File: config.mk
export PLATFORM = sky130hd
export DESIGN_NAME = signal_lamp_driver
export DESIGN_NICKNAME = d
export VERILOG_FILES = /design/src/rtl/signal_lamp_driver.sv
export SDC_FILE = /design/constraint.sdc
export NUM_CORES = 1
export LEC_CHECK = 0
export BUFFER_PORTS_ARGS = -buffer_cell sky130_fd_sc_hd__buf_2
export CAP_MARGIN = 20
export CORE_MARGIN = 2
export CORE_UTILIZATION = 25
export CTS_BUF_LIST = sky130_fd_sc_hd__clkbuf_16
export CTS_CLUSTER_DIAMETER = 50
export CTS_CLUSTER_SIZE = 12
export DETAILED_ROUTE_END_ITERATION = 10
export GPL_TIMING_DRIVEN = 0
export HOLD_SLACK_MARGIN = 0.05
export MAX_ROUTING_LAYER = met4
export PLACE_DENSITY = 0.45
export SYNTH_ARGS = -nofsm -noshare
export SYNTH_HDL_FRONTEND = slang
export SYNTH_SLANG_ARGS = --single-unit
File: constraint.sdc
create_clock -name clk -period 3.9 [get_ports clk]
set_input_delay 0.195 -clock clk [delete_from_list [all_inputs] [get_ports clk]]
set_output_delay 0.195 -clock clk [all_outputs]
set_load 0.05 [all_outputs]
File: src/rtl/signal_lamp_driver.sv
// Six-lamp driver for a two-direction signal: timed amber, all-red clearance, flashing-red fault.
// Build option: define FAULT_RECOVER_EN to leave FAULT after RECOVER_CYCLES consecutive legal-input cycles.
//
// state     | meaning
// ALL_RED   | both red, clearance counting up (saturating)
// A_GREEN   | A green, B red, held while A requests
// A_AMBER   | A amber, B red, fixed AMBER_CYCLES dwell
// B_GREEN   | B green, A red, held while B requests
// B_AMBER   | B amber, A red, fixed AMBER_CYCLES dwell
// FAULT     | both reds flash together, ambers/greens dark
module signal_lamp_driver #(
    parameter int CNT_W          = 32,
    parameter int AMBER_CYCLES   = 20000000,
    parameter int ALLRED_CYCLES  = 10000000,
    parameter int FLASH_CYCLES   = 5000000,
    parameter int RECOVER_CYCLES = 30000000
) (
    input  logic clk,
    input  logic reset_n,
    input  logic a_go,
    input  logic a_stop,
    input  logic b_go,
    input  logic b_stop,
    output logic a_red,
    output logic a_amber,
    output logic a_green,
    output logic b_red,
    output logic b_amber,
    output logic b_green,
    output logic fault
);

    typedef enum logic [2:0] {
        S_ALL_RED,
        S_A_GREEN,
        S_A_AMBER,
        S_B_GREEN,
        S_B_AMBER,
        S_FAULT
    } state_t;

    if (AMBER_CYCLES < 1 || ALLRED_CYCLES < 1 || FLASH_CYCLES < 1 || RECOVER_CYCLES < 1) begin : g_param_check
        $error("signal_lamp_driver: all cycle parameters must be >= 1");
    end

    localparam logic [CNT_W-1:0] ALLRED_MAX  = CNT_W'(ALLRED_CYCLES);
    localparam logic [CNT_W-1:0] ALLRED_LAST = CNT_W'(ALLRED_CYCLES - 1);
    localparam logic [CNT_W-1:0] AMBER_LAST  = CNT_W'(AMBER_CYCLES - 1);
    localparam logic [CNT_W-1:0] FLASH_LAST  = CNT_W'(FLASH_CYCLES - 1);
    // Lamp vector order: {fault, a_red, a_amber, a_green, b_red, b_amber, b_green}
    localparam logic [6:0] LAMP_ALL_RED = 7'b0_100_100;

    state_t           state_q, state_d;
    logic [CNT_W-1:0] cnt_q, cnt_d;
    logic             flash_q, flash_d;
    logic [6:0]       lamp_q, lamp_d;
    logic             req_a, req_b, illegal;

    assign req_a   = a_go & ~a_stop;
    assign req_b   = b_go & ~b_stop;
    assign illegal = (a_go & b_go) | (a_go & a_stop) | (b_go & b_stop);

`ifdef FAULT_RECOVER_EN
    localparam logic [CNT_W-1:0] REC_LAST = CNT_W'(RECOVER_CYCLES - 1);
    logic [CNT_W-1:0] rec_q, rec_d;

    always_ff @(posedge clk or negedge reset_n) begin
        if (!reset_n) rec_q <= '0;
        else          rec_q <= rec_d;
    end
`endif

    always_comb begin
        state_d = state_q;
        cnt_d   = cnt_q;
        flash_d = flash_q;
`ifdef FAULT_RECOVER_EN
        rec_d   = rec_q;
`endif
        case (state_q)
            S_ALL_RED: begin
                if (cnt_q != ALLRED_MAX) cnt_d = cnt_q + 1'b1;
                // cnt_q counts completed cycles, so this edge closes cycle cnt_q+1
                if (cnt_q >= ALLRED_LAST && req_a) begin
                    state_d = S_A_GREEN;
                    cnt_d   = '0;
                end else if (cnt_q >= ALLRED_LAST && req_b) begin
                    state_d = S_B_GREEN;
                    cnt_d   = '0;
                end
            end
            S_A_GREEN: begin
                if (!req_a) begin
                    state_d = S_A_AMBER;
                    cnt_d   = '0;
                end
            end
            S_B_GREEN: begin
                if (!req_b) begin
                    state_d = S_B_AMBER;
                    cnt_d   = '0;
                end
            end
            S_A_AMBER, S_B_AMBER: begin
                if (cnt_q >= AMBER_LAST) begin
                    state_d = S_ALL_RED;
                    cnt_d   = '0;
                end else begin
                    cnt_d = cnt_q + 1'b1;
                end
            end
            S_FAULT: begin
                if (cnt_q >= FLASH_LAST) begin
                    cnt_d   = '0;
                    flash_d = ~flash_q;
                end else begin
                    cnt_d = cnt_q + 1'b1;
                end
`ifdef FAULT_RECOVER_EN
                if (illegal) begin
                    rec_d = '0;
                end else if (rec_q >= REC_LAST) begin
                    state_d = S_ALL_RED;
                    cnt_d   = '0;
                    rec_d   = '0;
                end else begin
                    rec_d = rec_q + 1'b1;
                end
`endif
            end
            default: begin
                state_d = S_ALL_RED;
                cnt_d   = '0;
            end
        endcase

        // Re-entering FAULT from FAULT would restart the flash phase, so only enter once
        if (illegal && state_q != S_FAULT) begin
            state_d = S_FAULT;
            cnt_d   = '0;
            flash_d = 1'b1;
`ifdef FAULT_RECOVER_EN
            rec_d   = '0;
`endif
        end
    end

    always_comb begin
        lamp_d = LAMP_ALL_RED;
        case (state_d)
            S_A_GREEN: lamp_d = 7'b0_001_100;
            S_A_AMBER: lamp_d = 7'b0_010_100;
            S_B_GREEN: lamp_d = 7'b0_100_001;
            S_B_AMBER: lamp_d = 7'b0_100_010;
            S_FAULT:   lamp_d = {1'b1, flash_d, 2'b00, flash_d, 2'b00};
            default:   lamp_d = LAMP_ALL_RED;
        endcase
    end

    always_ff @(posedge clk or negedge reset_n) begin
        if (!reset_n) begin
            state_q <= S_ALL_RED;
            cnt_q   <= '0;
            flash_q <= 1'b0;
            lamp_q  <= LAMP_ALL_RED;
        end else begin
            state_q <= state_d;
            cnt_q   <= cnt_d;
            flash_q <= flash_d;
            lamp_q  <= lamp_d;
        end
    end

    assign {fault, a_red, a_amber, a_green, b_red, b_amber, b_green} = lamp_q;

endmodule

# Word level (Yosys, flattened, before mapping)
# Cells that the tools add are included.
# totals
register_bits	43
out_inout_bits	7
wordCells	59
inputBits	6
# op_classes
n_addsub	1
n_eq_ne	15
mux	20
order_cmp	3
bitwise_logic	10
n_reduce_logical	6
# ops
operator	count
$mux 32	8
$pmux 32 s5	1
$pmux 7 s5	1
$add 32x1->32 const B	1
$ge 32x23->1 const B	1
$ge 32x24->1 const B	1
$ge 32x25->1 const B	1
$ne 32x24->1 const B	1
$mux 3	6
$pmux 3 s5	1
$eq 3x2->1 const B	4
$eq 3x3->1 const B	4
$ne 3x3->1 const B	3
$eq 3x1->1 const B	2
$and 1x1->1	5
$ne 5x5->1 const B	1
$logic_and 1x1->1	3
$logic_not 3->1	1
$mux 1	3
$not 1->1	3
$reduce_and 3->1	1
$or 1x1->1	2
$reduce_or 2->1	1

# Logic depth before layout (Yosys ltp)
# depth
depth_word	9
depth_mapped	10
ltp_nobuf	9

# Worst setup path before layout
# OpenSTA, ideal clock, no wires.
# synth_timing
path_type	register to register
from	register cnt_q[29]
to	register cnt_q[2]
arrival_ns	2.540
stages_incl_launch_ff	10
n_path_buf	1
period_less_slack_ns	2.620
setup_time_ns	0.080
t_required_ns	3.820
slack_ns	1.280
cell_sequence	dfrtp_1 -> nor4_2 -> nand3b_1 -> a211o_1 -> or4_1 -> a211o_1 -> and2_4 -> buf_6 -> o21a_1 -> o22ai_2
# synth_via
elab_chain_cells	6
word_cells_on_any_way	14
cone_classes	order compare: 3; eq/ne: 2; mux: 6; reduce/logical: 3
# synth_rtl
element	line	text
from (decl)	54	logic [CNT_W-1:0] cnt_q, cnt_d;
from (signal assigned)	168	cnt_q <= cnt_d;
$ge 32x24->1	84, 87	
$logic_and 1x1->1	87	end else if (cnt_q >= ALLRED_LAST && req_b) begin
$mux 32	87	
$mux 32	84	if (cnt_q >= ALLRED_LAST && req_a) begin
$pmux 32 s5	80	case (state_q)
$mux 32	138	if (illegal && state_q != S_FAULT) begin
# Several ways; a longest one is shown, not always the timed one.
# A chain may end at the register's enable or synchronous reset.

# Worst setup path in the final report
# layout_timing
from	register cnt_q[29]
to	register cnt_q[8]
# Same word-level chain as after synthesis.

==> results.txt <==
----------------------------------------------------
[Timing]
  Post-route setup TNS ... 0 ns
  Max frequency ... 0.310 GHz
  Final Hold Violating Endpoints ... 0
  Clock period minus final worst setup slack ... 3.23 ns
  Number of pins exceeding their max-slew limit in the final report ... 0
  Total of endpoints with negative setup slack in the final report ... 0
  Slew HR ... 36.4%
  Final worst-path setup slack ... 0.672 ns
  Post-route fraction of the period consumed by the critical path ... 82.8%
  Worst-case clock skew ... 0.00309 ns
  Worst Tran Pin Value ... 0.945 ns
  RSZ-0062 raised after global routing ... no

[Synth]
  Total standard cell area after synthesis ... 2800 um2
  Mean instance size in the synthesized netlist ... 8.17 um2
  Synth Instances ... 343
  Synth unique cells ... 56
  Total number of yosys warnings ... 0
  Post-synth ARST share ... 100%
  Net count after synthesis ... 351
  Share of synthesized area occupied by flip-flops and latches ... 38.5%
  Register bit count reported by yosys ... 43
  Post-synth top flop ... sky130_fd_sc_hd__dfrtp_1
  Number of synthesized flops with an enable pin ... 0

[Floorplanning]
  Floorplan die area ... 12,100 um2
  Floorplan die width ... 110 um
  Core Box Area ... 10,900 um2
  Effective utilization at floorplan ... 25.8%
  Ports ... 13
  Die Span Y ... 110 um
  Std-Cell Rows ... 38

[Clock tree]
  Clock Path Buffers ... 2
  CTS-repair resized insts ... 0
  Clock tree from TritonCTS ... done
  Clock insertion delay at the later pin of the skew report ... 0.28 ns
  Depth of the CTS H-tree ... 2
  Buffer type at the clock tree root ... sky130_fd_sc_hd__clkbuf_16
  Number of buffers inserted during clock tree synthesis ... 5
  CTS clk-pin slew, worst paths ... 0.06 ns
  Clk sinks ... 43

[Placement]
  Routability Congestion ... 0.874
  Placed wire-length estimate after detailed placement ... 5.63 mm
  # port buffers ... 12
  Post-placement worst setup slack ... 0.695 ns

[Finish]
  Layout Nets ... 372
  Most used cells in the layout excluding fill and tap cells ... sky130_fd_sc_hd__nand2_1, sky130_fd_sc_hd__dfrtp_1, sky130_fd_sc_hd__nor2_1
  Proportion of layout cells with a drive suffix above 1 ... 11.2%
  Number of antenna diodes ... 0
  Area added between synthesis and finish ... 16.2%
  Fillers ... 1,187
  Finished Core Util ... 29.9%

[Setup path]
  Data arrival time of the critical path ... 3.41 ns
  Max Fanout on Critical Path ... 10
  Worst setup path start ... cnt_q[29]
  Origin of the critical flop-to-flop path ... cnt_q[29]
  Critical path startpoint category ... flip-flop
  WS Path Type ... reg2reg
  Required time of the worst setup path ... 4.08 ns
  CP Capture Type ... flip-flop

[Pwr]
  Worst vdd ir ... 0.262 mV
  Cell leakage power ... 1.34 nW
  PwrDens ... 559 nW/um2

[Detailed routing]
  Via count ... 2,629
  Uppermost layer routed ... met4
  Wire length on met2 ... 3.66 mm
  Vias/cell ... 5.21
  Post-route antenna net violation count ... 0
  Mean routed wirelength per cell ... 15.8 um
  Number of remaining DRC errors ... 0
  Total length of routed met3 wires ... 337 um
  Final Routed Wirelength ... 7.99 mm
  Met1 routed wirelength after detailed routing ... 3.93 mm
  Starting DRT DRC Count ... 221
  First-pass iteration count of the detailed router ... 5

[GRT]
  Antenna violations before repair ... 0
  Largest net degree at the start of global routing ... 44
  First-pass GRT wire length ... 13.3 mm
  Total global routing track utilization ... 14.4%
  Number of global-route vias before repair ... 2,488
  Global route overflow ... 0

[Status]
  Status ... completed

[Min path]
  Hold Crit Start ... b_go
  Worst hold-check path type ... in2reg

[Job]
  Maxcap violations ... 0

----------------------------------------------------
## cells in the mapped netlist (all sizes together) (5+ instances only)
library cell   n  area [um2]
o21ai         24         120
a21o           8        60.1
clkbuf        17        63.8
a21oi         15        75.1
and2           6        40.0
inv           10        37.5
nand3         24         120
nand2         43         176
a22o           6        52.6
nor2b          6        37.5
a31oi          7        50.1
nor3          19        95.1
o31ai          9        72.6
dfrtp         41        1030
nand4         11        68.8
and3           7        43.8
buf            5        36.3
or2            5        31.3
nor2          27         109
## state kept, by name (all words and copies together) (netlist names)
signal / flops
cnt_q: 32
lamp_q: 7
state_q: 3
flash_q: 1
## path summary, 6_finish.rpt
path	depth (start not counted)	slack, ns	to
hold reg to reg	1	0.52	cnt_q[31]
min in group asynchronous	2	0.38	cnt_q[12]
setup / recovery	9	0.67	cnt_q[8]
hold / removal	4	0.34	lamp_q[6]
setup reg to reg	9	0.67	cnt_q[8]
max in group asynchronous	3	3.02	cnt_q[30]
## per-layer routing
layer | vias to the layer above | track usage, %
li1 | 1307 | -
met1 | 1255 | 20.0
met2 | 63 | 22.4
met3 | 4 | 2.13
met4 | 0 | 2.35
met5 | - | -
## critical path, stage by stage, from the launching register on
cell,delay (ns)
sky130_fd_sc_hd__dfrtp_1,0.46
sky130_fd_sc_hd__nor4_2,0.46
sky130_fd_sc_hd__nand3b_1,0.18
sky130_fd_sc_hd__a211o_1,0.33
sky130_fd_sc_hd__or4_1,0.47
sky130_fd_sc_hd__a211o_1,0.42
sky130_fd_sc_hd__nand2_4,0.22
sky130_fd_sc_hd__nand2_4,0.14
sky130_fd_sc_hd__buf_6,0.22
sky130_fd_sc_hd__o31ai_1,0.21
## what timing repair did
item / in CTS / in global routing
buffers inserted: 0 / 0
endpoints found under the setup margin: 0 / 0
hold buffers: 0 / 1
hold endpoints to repair: 0 / 13
## power breakdown
| group | total [mW] | internal [mW] | switching (mW) | leakage, nW |
|---|---|---|---|---|
| combinational | 0.727 | 0.249 | 0.478 | 0.673 |
| clock | 0.541 | 0.365 | 0.176 | 0.0952 |
| sequential | 0.553 | 0.504 | 0.0491 | 0.567 |
## final cells by class
cell class	instances	area (um2)	area share (%)
multi-input cells	268	1590	48.7
well taps	140	175	5.38
flip-flops and latches	43	1080	33.1
repair buffers	14	90.1	2.76
inverters	10	37.5	1.15
clock inverters	3	63.8	1.96
clock buffers	5	125	3.84
plain buffers	22	100	3.07
## per-stage QoR
step | total power [mW] | instance area [um2] | cells | hold slack [ns]
finish | 1.82 | 3260 | 505 | 0.339
global route | 1.93 | 3260 | 505 | 0.366
CTS | 1.84 | 3230 | 503 | 0.155
detailed placement | 1.29 | 3040 | 495 | 0.455
global placement | 1.29 | 3040 | 495 | 0.452
floorplan | 1.08 | 2800 | 343 | -0.101
## cell families after synthesis
group	count (synthesis)	share of synthesized area, %
flip-flops	43	38.5
AO/OA/AOI/OAI	97	23.9
buffers and inverters	32	4.91
XOR/XNOR	1	0.312
adder cells (fa/ha/maj)	2	0.892
multiplexers	1	0.357
AND/OR/NAND/NOR	167	31.1
Power figures use the tool's default switching activity.
